===== src/rtl/fifo_pack_pkg.sv =====
// ---------------------------------------------------------------------------
// fifo_pack_pkg
//   Shared definitions for the FIFO read-side byte packer: geometry constants,
//   the packer state type and the lane-mask helper.
//   No ports (package).
// ---------------------------------------------------------------------------
package fifo_pack_pkg;

  localparam int BYTE_W         = 8;
  localparam int BYTES_PER_WORD = 4;   // only supported value
  localparam int WORD_W         = BYTE_W * BYTES_PER_WORD;
  localparam int CNT_W          = 16;
  localparam int IDX_W          = 2;   // lane index width
  localparam int TIMER_W        = 8;   // idle timer / timeout width

  typedef enum logic {
    ST_FILL,
    ST_HOLD
  } packState_t;

  // Byte-enable mask for a word holding fillCount bytes packed from lane 0.
  function automatic logic [BYTES_PER_WORD-1:0] laneMask(input logic [IDX_W:0] fillCount);
    logic [BYTES_PER_WORD-1:0] mask;
    for (int k = 0; k < BYTES_PER_WORD; k++) begin
      mask[k] = (k < int'(fillCount));
    end
    return mask;
  endfunction

endpackage


===== src/rtl/fifo_byte_packer_rd_if.sv =====
// ---------------------------------------------------------------------------
// fifo_byte_packer_rd_if
//   Bundles the packer's FIFO read port, control inputs and word stream.
//   master : the packer (drives fifoPop and the word stream)
//   slave  : the surrounding FIFO / DMA side
//   Signals: fifoEmpty, fifoData, fifoPop, flush, timeoutCycles,
//            wordData, wordByteEn, wordValid, wordReady, wordsSent
// ---------------------------------------------------------------------------
interface fifo_byte_packer_rd_if;
  import fifo_pack_pkg::*;

  logic                      fifoEmpty;
  logic [BYTE_W-1:0]         fifoData;
  logic                      fifoPop;
  logic                      flush;
  logic [TIMER_W-1:0]        timeoutCycles;
  logic [WORD_W-1:0]         wordData;
  logic [BYTES_PER_WORD-1:0] wordByteEn;
  logic                      wordValid;
  logic                      wordReady;
  logic [CNT_W-1:0]          wordsSent;

  modport master (
    input  fifoEmpty, fifoData, flush, timeoutCycles, wordReady,
    output fifoPop, wordData, wordByteEn, wordValid, wordsSent
  );

  modport slave (
    output fifoEmpty, fifoData, flush, timeoutCycles, wordReady,
    input  fifoPop, wordData, wordByteEn, wordValid, wordsSent
  );

endinterface


===== src/rtl/pack_idle_timer.sv =====
// ---------------------------------------------------------------------------
// pack_idle_timer
//   Saturating idle-cycle counter for the packer's auto-flush.
//   clockCore  in  core clock
//   resetCore  in  synchronous reset, active-high
//   clear      in  zero the counter (wins over enable)
//   enable     in  count this cycle
//   threshold  in  idle cycles before expiry; 0 disables expiry
//   expire     out high for the idle cycle that completes the threshold
// ---------------------------------------------------------------------------
module pack_idle_timer
  import fifo_pack_pkg::*;
(
  input  logic               clockCore,
  input  logic               resetCore,
  input  logic               clear,
  input  logic               enable,
  input  logic [TIMER_W-1:0] threshold,
  output logic               expire
);

  logic [TIMER_W-1:0] count;

  // NOTE: sequential state uses non-blocking (<=) so every flop samples
  // pre-edge values regardless of process ordering.
  always_ff @(posedge clockCore) begin
    if (resetCore || clear) begin
      count <= '0;
    end else if (enable && (count != '1)) begin
      count <= count + TIMER_W'(1);
    end
  end

  // Comparing against threshold-1 makes the word leave on the edge that ends
  // the threshold-th idle cycle. Threshold is read live, so a change applies
  // on the next compare.
  assign expire = enable && (threshold != '0) && (count == threshold - TIMER_W'(1));

endmodule


===== src/rtl/fifo_byte_packer_rd.sv =====
// ---------------------------------------------------------------------------
// fifo_byte_packer_rd
//   Pops bytes from a show-ahead 8-bit FIFO and packs them little-endian into
//   32-bit words on a valid/ready stream. Partial words leave on flush or on
//   an idle timeout.
//   clockCore  in  core clock
//   resetCore  in  synchronous reset, active-high
//   bus        fifo_byte_packer_rd_if.master:
//                fifoEmpty/fifoData in, fifoPop out (FIFO read port)
//                flush, timeoutCycles in (partial-word control)
//                wordData/wordByteEn/wordValid out, wordReady in (stream)
//                wordsSent out (completed handshakes, wraps)
// ---------------------------------------------------------------------------
module fifo_byte_packer_rd
  import fifo_pack_pkg::*;
(
  input  logic                  clockCore,
  input  logic                  resetCore,
  fifo_byte_packer_rd_if.master bus
);

  packState_t                state, stateNext;
  logic [IDX_W-1:0]          idx, idxNext;
  logic [WORD_W-1:0]         acc, accNext;
  logic [BYTES_PER_WORD-1:0] byteEn, byteEnNext;
  logic [CNT_W-1:0]          sent, sentNext;

  logic             canAccept;
  logic             pop;
  logic             handshake;
  logic [IDX_W:0]   fillCount;    // bytes in the word after this cycle's pop
  logic             flushReq;
  logic             timerEnable;
  logic             timerClear;
  logic             timerExpire;

  // In HOLD a pop is only allowed in the handshake cycle, so the popped byte
  // can start the next word without a bubble.
  assign canAccept   = (state == ST_FILL) || bus.wordReady;
  assign pop         = canAccept && !bus.fifoEmpty && !resetCore;
  assign handshake   = (state == ST_HOLD) && bus.wordReady;
  assign fillCount   = {1'b0, idx} + {{IDX_W{1'b0}}, pop};
  assign timerEnable = (state == ST_FILL) && (idx != '0) && !pop;
  assign flushReq    = bus.flush || timerExpire;
  assign timerClear  = pop || (stateNext != ST_FILL);

  pack_idle_timer u_timer (
    .clockCore (clockCore),
    .resetCore (resetCore),
    .clear     (timerClear),
    .enable    (timerEnable),
    .threshold (bus.timeoutCycles),
    .expire    (timerExpire)
  );

  always_comb begin
    // NOTE: every output of this block gets a default first, so no path can
    // leave a value unassigned and infer a latch.
    stateNext  = state;
    idxNext    = idx;
    accNext    = acc;
    byteEnNext = byteEn;
    sentNext   = sent;

    unique case (state)
      ST_FILL: begin
        for (int k = 0; k < BYTES_PER_WORD; k++) begin
          if (pop && (idx == IDX_W'(k))) begin
            accNext[k*BYTE_W +: BYTE_W] = bus.fifoData;
          end
        end
        // A pop filling the last lane is a full word even if flush is also up.
        if (fillCount == (IDX_W+1)'(BYTES_PER_WORD)) begin
          stateNext  = ST_HOLD;
          idxNext    = '0;
          byteEnNext = '1;
        end else if (flushReq && (fillCount != '0)) begin
          stateNext  = ST_HOLD;
          idxNext    = '0;
          byteEnNext = laneMask(fillCount);
        end else begin
          idxNext = fillCount[IDX_W-1:0];
        end
      end

      ST_HOLD: begin
        if (handshake) begin
          stateNext  = ST_FILL;
          sentNext   = sent + CNT_W'(1);
          byteEnNext = '0;
          accNext    = '0;
          idxNext    = '0;
          if (pop) begin
            accNext[BYTE_W-1:0] = bus.fifoData;
            idxNext             = IDX_W'(1);
          end
        end
      end

      default: stateNext = ST_FILL;
    endcase
  end

  always_ff @(posedge clockCore) begin
    if (resetCore) begin
      state  <= ST_FILL;
      idx    <= '0;
      acc    <= '0;
      byteEn <= '0;
      sent   <= '0;
    end else begin
      state  <= stateNext;
      idx    <= idxNext;
      acc    <= accNext;
      byteEn <= byteEnNext;
      sent   <= sentNext;
    end
  end

  // The accumulator doubles as the output register: it is frozen in HOLD and
  // unfilled lanes are still zero when a partial word is emitted.
  assign bus.fifoPop    = pop;
  assign bus.wordData   = acc;
  assign bus.wordByteEn = byteEn;
  assign bus.wordValid  = (state == ST_HOLD);
  assign bus.wordsSent  = sent;

endmodule

===== src/flat_wrapper.sv =====
// flat-port wrapper written by rule: the top's interface ports become plain ports
module fifo_byte_packer_rd_flat import fifo_pack_pkg::*;
  (clockCore, resetCore, bus_fifoEmpty, bus_fifoData, bus_flush, bus_timeoutCycles, bus_wordReady, bus_fifoPop, bus_wordData, bus_wordByteEn, bus_wordValid, bus_wordsSent);
  fifo_byte_packer_rd_if bus_i ();
  input  logic clockCore;
  input  logic resetCore;
  input wire logic [$bits(bus_i.fifoEmpty)-1:0] bus_fifoEmpty;
  input wire logic [$bits(bus_i.fifoData)-1:0] bus_fifoData;
  input wire logic [$bits(bus_i.flush)-1:0] bus_flush;
  input wire logic [$bits(bus_i.timeoutCycles)-1:0] bus_timeoutCycles;
  input wire logic [$bits(bus_i.wordReady)-1:0] bus_wordReady;
  output wire logic [$bits(bus_i.fifoPop)-1:0] bus_fifoPop;
  output wire logic [$bits(bus_i.wordData)-1:0] bus_wordData;
  output wire logic [$bits(bus_i.wordByteEn)-1:0] bus_wordByteEn;
  output wire logic [$bits(bus_i.wordValid)-1:0] bus_wordValid;
  output wire logic [$bits(bus_i.wordsSent)-1:0] bus_wordsSent;
  assign bus_i.fifoEmpty = bus_fifoEmpty;
  assign bus_i.fifoData = bus_fifoData;
  assign bus_i.flush = bus_flush;
  assign bus_i.timeoutCycles = bus_timeoutCycles;
  assign bus_i.wordReady = bus_wordReady;
  assign bus_fifoPop = bus_i.fifoPop;
  assign bus_wordData = bus_i.wordData;
  assign bus_wordByteEn = bus_i.wordByteEn;
  assign bus_wordValid = bus_i.wordValid;
  assign bus_wordsSent = bus_i.wordsSent;
  fifo_byte_packer_rd u_core (.clockCore(clockCore), .resetCore(resetCore), .bus(bus_i));
endmodule

===== config.mk =====
export PLATFORM = sky130hd
export DESIGN_NAME = fifo_byte_packer_rd_flat
export DESIGN_NICKNAME = d
export VERILOG_FILES = /design/src/rtl/fifo_pack_pkg.sv /design/src/rtl/fifo_byte_packer_rd_if.sv /design/src/rtl/pack_idle_timer.sv /design/src/rtl/fifo_byte_packer_rd.sv /design/src/flat_wrapper.sv
export SDC_FILE = /design/constraint.sdc
export NUM_CORES = 1
export LEC_CHECK = 0
export ABC_AREA = 1
export CORE_MARGIN = 2
export CORE_UTILIZATION = 24
export DETAILED_ROUTE_END_ITERATION = 16
export PLACE_DENSITY = 0.49
export REMOVE_ABC_BUFFERS = 1
export SYNTH_ARGS = -nofsm -noshare
export SYNTH_HDL_FRONTEND = slang
export SYNTH_HIERARCHICAL = 1
export SYNTH_SLANG_ARGS = --single-unit

===== constraint.sdc =====
create_clock -name clockCore -period 2.09 [get_ports clockCore]
set_input_delay 0.418 -clock clockCore [delete_from_list [all_inputs] [get_ports clockCore]]
set_output_delay 0.418 -clock clockCore [all_outputs]
set_load 0.02 [all_outputs]

* Word-level counts from Yosys, hierarchy flattened
Cells that the tools add are included.
Cells by class: $lt $le $gt $ge 4, reduce and logical (&&, ||, !) cells 30, eq/ne operators 12, muxes and demuxes 20, bitwise operators 1, add/subtract/negate cells 4
Operators by type and width (number):
- 32-bit case mux with 2 select lines | 1
- 8-bit two-way mux | 5
- 32-bit two-way mux | 1
- 16-bit by 1-bit adder with 16-bit output (second input constant) | 1
- 1-bit logical AND | 13
- 4-bit two-way mux | 3
- 2-bit AND reduction | 6
- 2-bit != test (second input constant) | 5
- 8-bit by 1-bit adder with 8-bit output (second input constant) | 1
- 8-bit equality test | 1
- 8-bit != test (second input constant) | 1
- 4-bit case mux with 2 select lines | 1
- 8-bit nonzero test | 1
- 8-bit by 1-bit subtractor with 8-bit output (second input constant) | 1
- 1-bit by 3-bit < comparator with 1-bit output (first input constant) | 2
- 2-bit by 3-bit < comparator with 1-bit output (first input constant) | 2
- 2-bit two-way mux | 3
- 2-bit equality test (second input constant) | 2
- 1-bit logical OR | 4
- 1-bit two-way mux | 4
- 2-bit case mux with 2 select lines | 1
- 2-bit by 1-bit adder with 3-bit output | 1
- 3-bit equality test (second input constant) | 1
- 1-bit logical NOT | 3
- 7 further kinds | 7
Word-level totals: register bits 63, output and inout port bits 54, input port bits 21, word-level logic and storage cells 80

* Logic depth before layout (Yosys ltp)
word-level depth 15, gate-level depth with buffers 21, mapped depth without buffers 21

* Modules after synthesis
Netlist, hierarchy kept.
Modules (own cells, without submodules):
- fifo_byte_packer_rd | times used 1, sequential area each 1101.1 um2, area an instance 2549.9 um2, cells an instance 348
- pack_idle_timer | times used 1, sequential area each 160.2 um2, area an instance 763.2 um2, cells an instance 126

* Worst setup path before layout
Ideal clock, no wire load.
path type reg-to-reg, start point register u_core.state (netlist: u_core/bus.wordValid), end point register u_core.u_timer.count[2], path buffers 1, data arrival time 2.409 ns, setup time 0.070 ns, clock period less this slack 2.479 ns, data required time 2.020 ns, cell stages (with the launch flop) 16, slack -0.389 ns, cells stage by stage dfxtp_1 -> nand2_1 -> nand2_2 -> buf_2 -> inv_1 -> ha_1 -> ha_1 -> inv_1 -> nand2_1 -> nand2_1 -> nand3_1 -> nand2_1 -> nand2_1 -> nor2_1 -> inv_1 -> a21oi_1
Between the ends: cells in the longest elaborated chain, start to end 15, elaborated cells between the ends (all ways) 22, classes of those cells add/sub: 1; eq/ne: 1; mux: 4; bitwise: 1; reduce/logical: 15
RTL lines:
- start, declared | line fifo_byte_packer_rd.sv:22 | packState_t state, stateNext;
- start signal, assigned | line fifo_byte_packer_rd.sv:112 | state <= stateNext;
- 1-bit inverter * | line fifo_byte_packer_rd.sv:39 | assign canAccept = (state == ST_FILL) || bus.wordReady;
- 1-bit logical OR * | line fifo_byte_packer_rd.sv:39
- 1-bit logical AND * (2 in series) | line fifo_byte_packer_rd.sv:40 | assign pop = canAccept && !bus.fifoEmpty && !resetCore;
- via bus_fifoPop | line flat_wrapper.sv:12 | output wire logic [$bits(bus_i.fifoPop)-1:0] bus_fifoPop;
- parallel branches: the longest is 9 deep, another holds 2-bit by 1-bit adder with 3-bit output
- 1-bit logical OR * | line fifo_byte_packer_rd.sv:45 | assign timerClear = pop || (stateNext != ST_FILL);
- via u_core.timerClear | line fifo_byte_packer_rd.sv:34 | logic timerClear;
- 1-bit logical OR * | line pack_idle_timer.sv:27 | if (resetCore || clear) begin
- end signal, assigned | line pack_idle_timer.sv:30 | count <= count + TIMER_W'(1);
- end, declared | line pack_idle_timer.sv:22 | logic [TIMER_W-1:0] count;
Mark *: on every way through the listed nets, which the timed path passes. A chain may end at the register's enable or synchronous reset.

* Worst setup path after layout
start point input port bus_fifoEmpty, end point register u_core.u_timer.count[4]
Between the ends: cells in the longest elaborated chain, start to end 14, elaborated cells between the ends (all ways) 18, classes of those cells add/sub: 1; eq/ne: 1; mux: 3; reduce/logical: 13
RTL lines:
- start, declared | line flat_wrapper.sv:7 | input wire logic [$bits(bus_i.fifoEmpty)-1:0] bus_fifoEmpty;
- 1-bit logical NOT * | line fifo_byte_packer_rd.sv:40
- 1-bit logical AND * (2 in series) | line fifo_byte_packer_rd.sv:40
- parallel branches: the longest is 9 deep, another holds 2-bit by 1-bit adder with 3-bit output
- 1-bit logical OR * | line fifo_byte_packer_rd.sv:45
- via u_core.timerClear | line fifo_byte_packer_rd.sv:34
- 1-bit logical OR * | line pack_idle_timer.sv:27
Marks and branches as above.

==> run summary <==
Synthesized flop and latch total: 63
Hold Crit Class: flip-flop to flip-flop
Share of cells above drive strength 1: 18.3%
Clk sinks: 63
Most frequent cells in the layout: 81 x nand2_1, 63 x clkdlybuf4s50_1, 63 x nand3_1, 62 x dfxtp_1, 59 x nor2_1
Maximum vdd ir drop: 374 µV
Final setup skew: 0.00679 ns
PortBufs: 74
Area of the mapped netlist: 0.00331 mm²
Ys Warns: 6
F_max: 492 MHz
Worst skew pair latency: 0.33 ns
Most common cell after layout, fill and taps aside: nand2_1
Final Cycle Share: 97.2%
Sw frac: 25.7%
FF-to-FF path depth: 13
Share of the synthesized area in the top cell type: 38.1%
Rows: 42
Synth area leaders: dfxtp_1 38%, nand2_1 10%, nand3_1 10%, nor2_1 7.4%, a21oi_1 6.3%
Worst setup path start: bus_fifoEmpty
N_diodes: 0
Vert. Die Dim: 121 µm
Crit-path cells: dlygate4sd2_1 -> nor2_4 -> buf_4 -> nand2_2 -> inv_2 -> ha_2 -> ha_1 -> inv_2 -> nand3_1 -> nand3_4 -> nand2_4 -> nand2_4 -> nor2_4 -> inv_4 -> a21oi_1
Full die area: 0.0148 mm²
Worst r2r src: u_core/bus.wordValid
Cell Pwr Density: 673 mW/mm²
Area Overhead vs Synth: 49.4%
Static Leak: 1.98 nW
Vias in the first global route: 3311
Routed Antenna Nets: 0
Fin. max-slew vios: 0
Clock Path Buffers: 2
Hold_ws: 0.479 ns
Core Region: 0.0133 mm²
Dominant cell type by area after synthesis: dfxtp_1
Setup crit end kind: flip-flop
DP Wirelength: 7100 µm
Setup CP Type: input port to flip-flop
CP Data Arrival Time: 2.30 ns
Worst Setup EP: u_core/u_timer/count[4]
Power Total: 3.33 mW
Post-route cell area: 0.00495 mm²
IO Pins: 75
Yosys cell types: 32
DRC errors left: 0
Switching pwr: 0.857 mW
Initial antenna violation count: 0
CTS tree: yes
Utilization after layout: 37.1%
CTS buffer count: 9
Gate power share: 13.1%
Die W: 121 µm
Hold buffers post-CTS: 0
Slew headroom: 72.4%
Router iterations before antenna repair: 4
H-tree depth: 3
Max Cap Viol: 0
Initial Util: 24.8%
Placed instance area: 0.00442 mm²
Root Driver: clkbuf_16
Cell count after synthesis: 474
Internal power: 2.47 mW
Share of power burned in registers: 37.5%
Worst-margin pin slew: 0.415 ns
Gpl congestion: 0.800
RSZ-0062 raised after global routing: true
Fin. Hold Viols: 0
Gr ovfl total: 0
Sequential-to-total area share from yosys stat: 38.1%
Vias/cell: 4.42
Final worst slack: 0.0577 ns
Largest net degree at the start of global routing: 35
Clock power share: 49.5%
Startpoint types: input port
Crit path max-delay cell type: ha_1
Reg2reg end: u_core/u_timer/count[4]
# setup viols final: 0
Critical Path RT: 2.36 ns
Peak per-stage delay on the critical path: 0.31 ns
Pre-CTS WS: -0.805 ns
Vias after detailed routing: 3366
Status: complete, no violations
Post-Route WL: 9790 µm
R2R Setup Slk: 0.14 ns
Worst Path Max Fanout: 6
Gr usage total: 13.7%
Crit path time final: 2.03 ns
Layout Nets: 609
# fillers: 1426
Wire per inst: 12.9 µm
Clock Pin Slew Worst Setup and Hold Paths: 0.06 ns
Hold path depth: 2
First-pass GRT wire length: 16000 µm
Drt initial violations: 236
Syn avg cell area: 6.99 µm²
## power groups by stage
stage / combinational, mW / clock (mW) / sequential (mW)
after detailed placement: 0.388 / 0 / 1.27
final: 0.435 / 1.65 / 1.25
after global routing: 0.479 / 1.73 / 1.25
after CTS: 0.403 / 1.69 / 1.25
after global placement: 0.384 / 0 / 1.27
after floorplan: 0.144 / 0 / 1.30
## synth_stat cells
library cell and n:
or2_2 1, inv_1 47, nor3_2 3, buf_6 4, a211oi_1 1, o21ai_0 16
nand4_4 1, nor3_1 1, inv_2 2, nor2_4 2, ha_1 8, clkbuf_1 6
inv_4 1, buf_2 9, nand4_1 5, nor2_1 65, xnor2_1 4, xor2_1 8
dfxtp_1 63, nand3_2 1, a21boi_0 8, nor2_2 1, nand3b_1 9, clkinv_2 1
nand2_4 1, o21ai_1 4, nand2_2 3, nand3_1 66, a21oi_1 42, nand2_1 89
o21ai_4 1, and2_1 1
## final cells by class
cell class / instances / area, µm² / share of cell area (%)
sequential: 63 / 1260 / 25.5
timing repair buffer: 114 / 1060 / 21.5
clock buffer: 9 / 225 / 4.55
inverter: 51 / 198 / 3.99
multi-input combinational: 341 / 1880 / 37.9
clock inverter: 7 / 104 / 2.10
tap: 176 / 220 / 4.45
## critical path: cells and delay by family
family | cells | cell delay, ns
buffers and inverters | 5 | 0.60
AND/OR/NAND/NOR | 7 | 0.68
AO/OA/AOI/OAI | 1 | 0.11
adder cells (fa/ha/maj) | 2 | 0.48
## sequential cells by signal, summed over array words and instances (netlist names)
| signal | flops |
|---|---|
| u_core/bus.wordValid | 1 |
| u_core/idx | 2 |
| u_core/bus.wordsSent | 16 |
| u_core/bus.wordByteEn | 4 |
| u_core/bus.wordData | 32 |
| u_core/u_timer/count | 8 |
## worst min path at each step
stage / to / startpoint / slack [ns]
after floorplan: u_core/bus.wordByteEn[0] / resetCore / 0.49
after global placement: u_core/bus.wordByteEn[0] / u_core/bus.wordByteEn[0] / 0.46
after detailed placement: u_core/bus.wordByteEn[2] / u_core/bus.wordByteEn[2] / 0.47
after CTS: u_core/bus.wordData[23] / u_core/bus.wordData[23] / 0.48
after global routing: u_core/bus.wordByteEn[0] / u_core/bus.wordByteEn[0] / 0.50
final: u_core/bus.wordByteEn[0] / u_core/bus.wordByteEn[0] / 0.48
## metrics by stage
| step | TNS (ns) | cells |
|---|---|---|
| final | 0 | 761 |
| after floorplan | -4.73 | 455 |
| after global placement | -9.39 | 739 |
| after global routing | -1.18 | 761 |
| after CTS | 0 | 758 |
| after detailed placement | -10.89 | 739 |
## logic make-up (layout without fill, tap and decap cells)
kind of cell / count (synthesis) / count (layout) / share of synthesized area, %
AND/OR/NAND/NOR: 249 / 249 / 34.6
XOR/XNOR: 12 / 12 / 3.17
AO/OA/AOI/OAI: 72 / 72 / 11.9
adder cells (fa/ha/maj): 8 / 8 / 3.02
buffers and inverters: 70 / 181 / 9.29
flip-flops: 63 / 63 / 38.1
## per-layer routing
layer	wire (µm)	track usage, %	vias to the layer above
met1	4300	17.1	1553
li1	-	-	1746
met2	4950	23.5	57
met5	0	0	-
met4	112	4.17	0
met3	427	2.77	10
## repair_timing
item,in CTS,in global routing
buffers inserted,3,4
cloned,0,0
resized for setup,19,39
setup endpoints to repair,16,14
pin swaps,9,15
hold endpoints to repair,0,0
(Power assumes the default switching activity.)
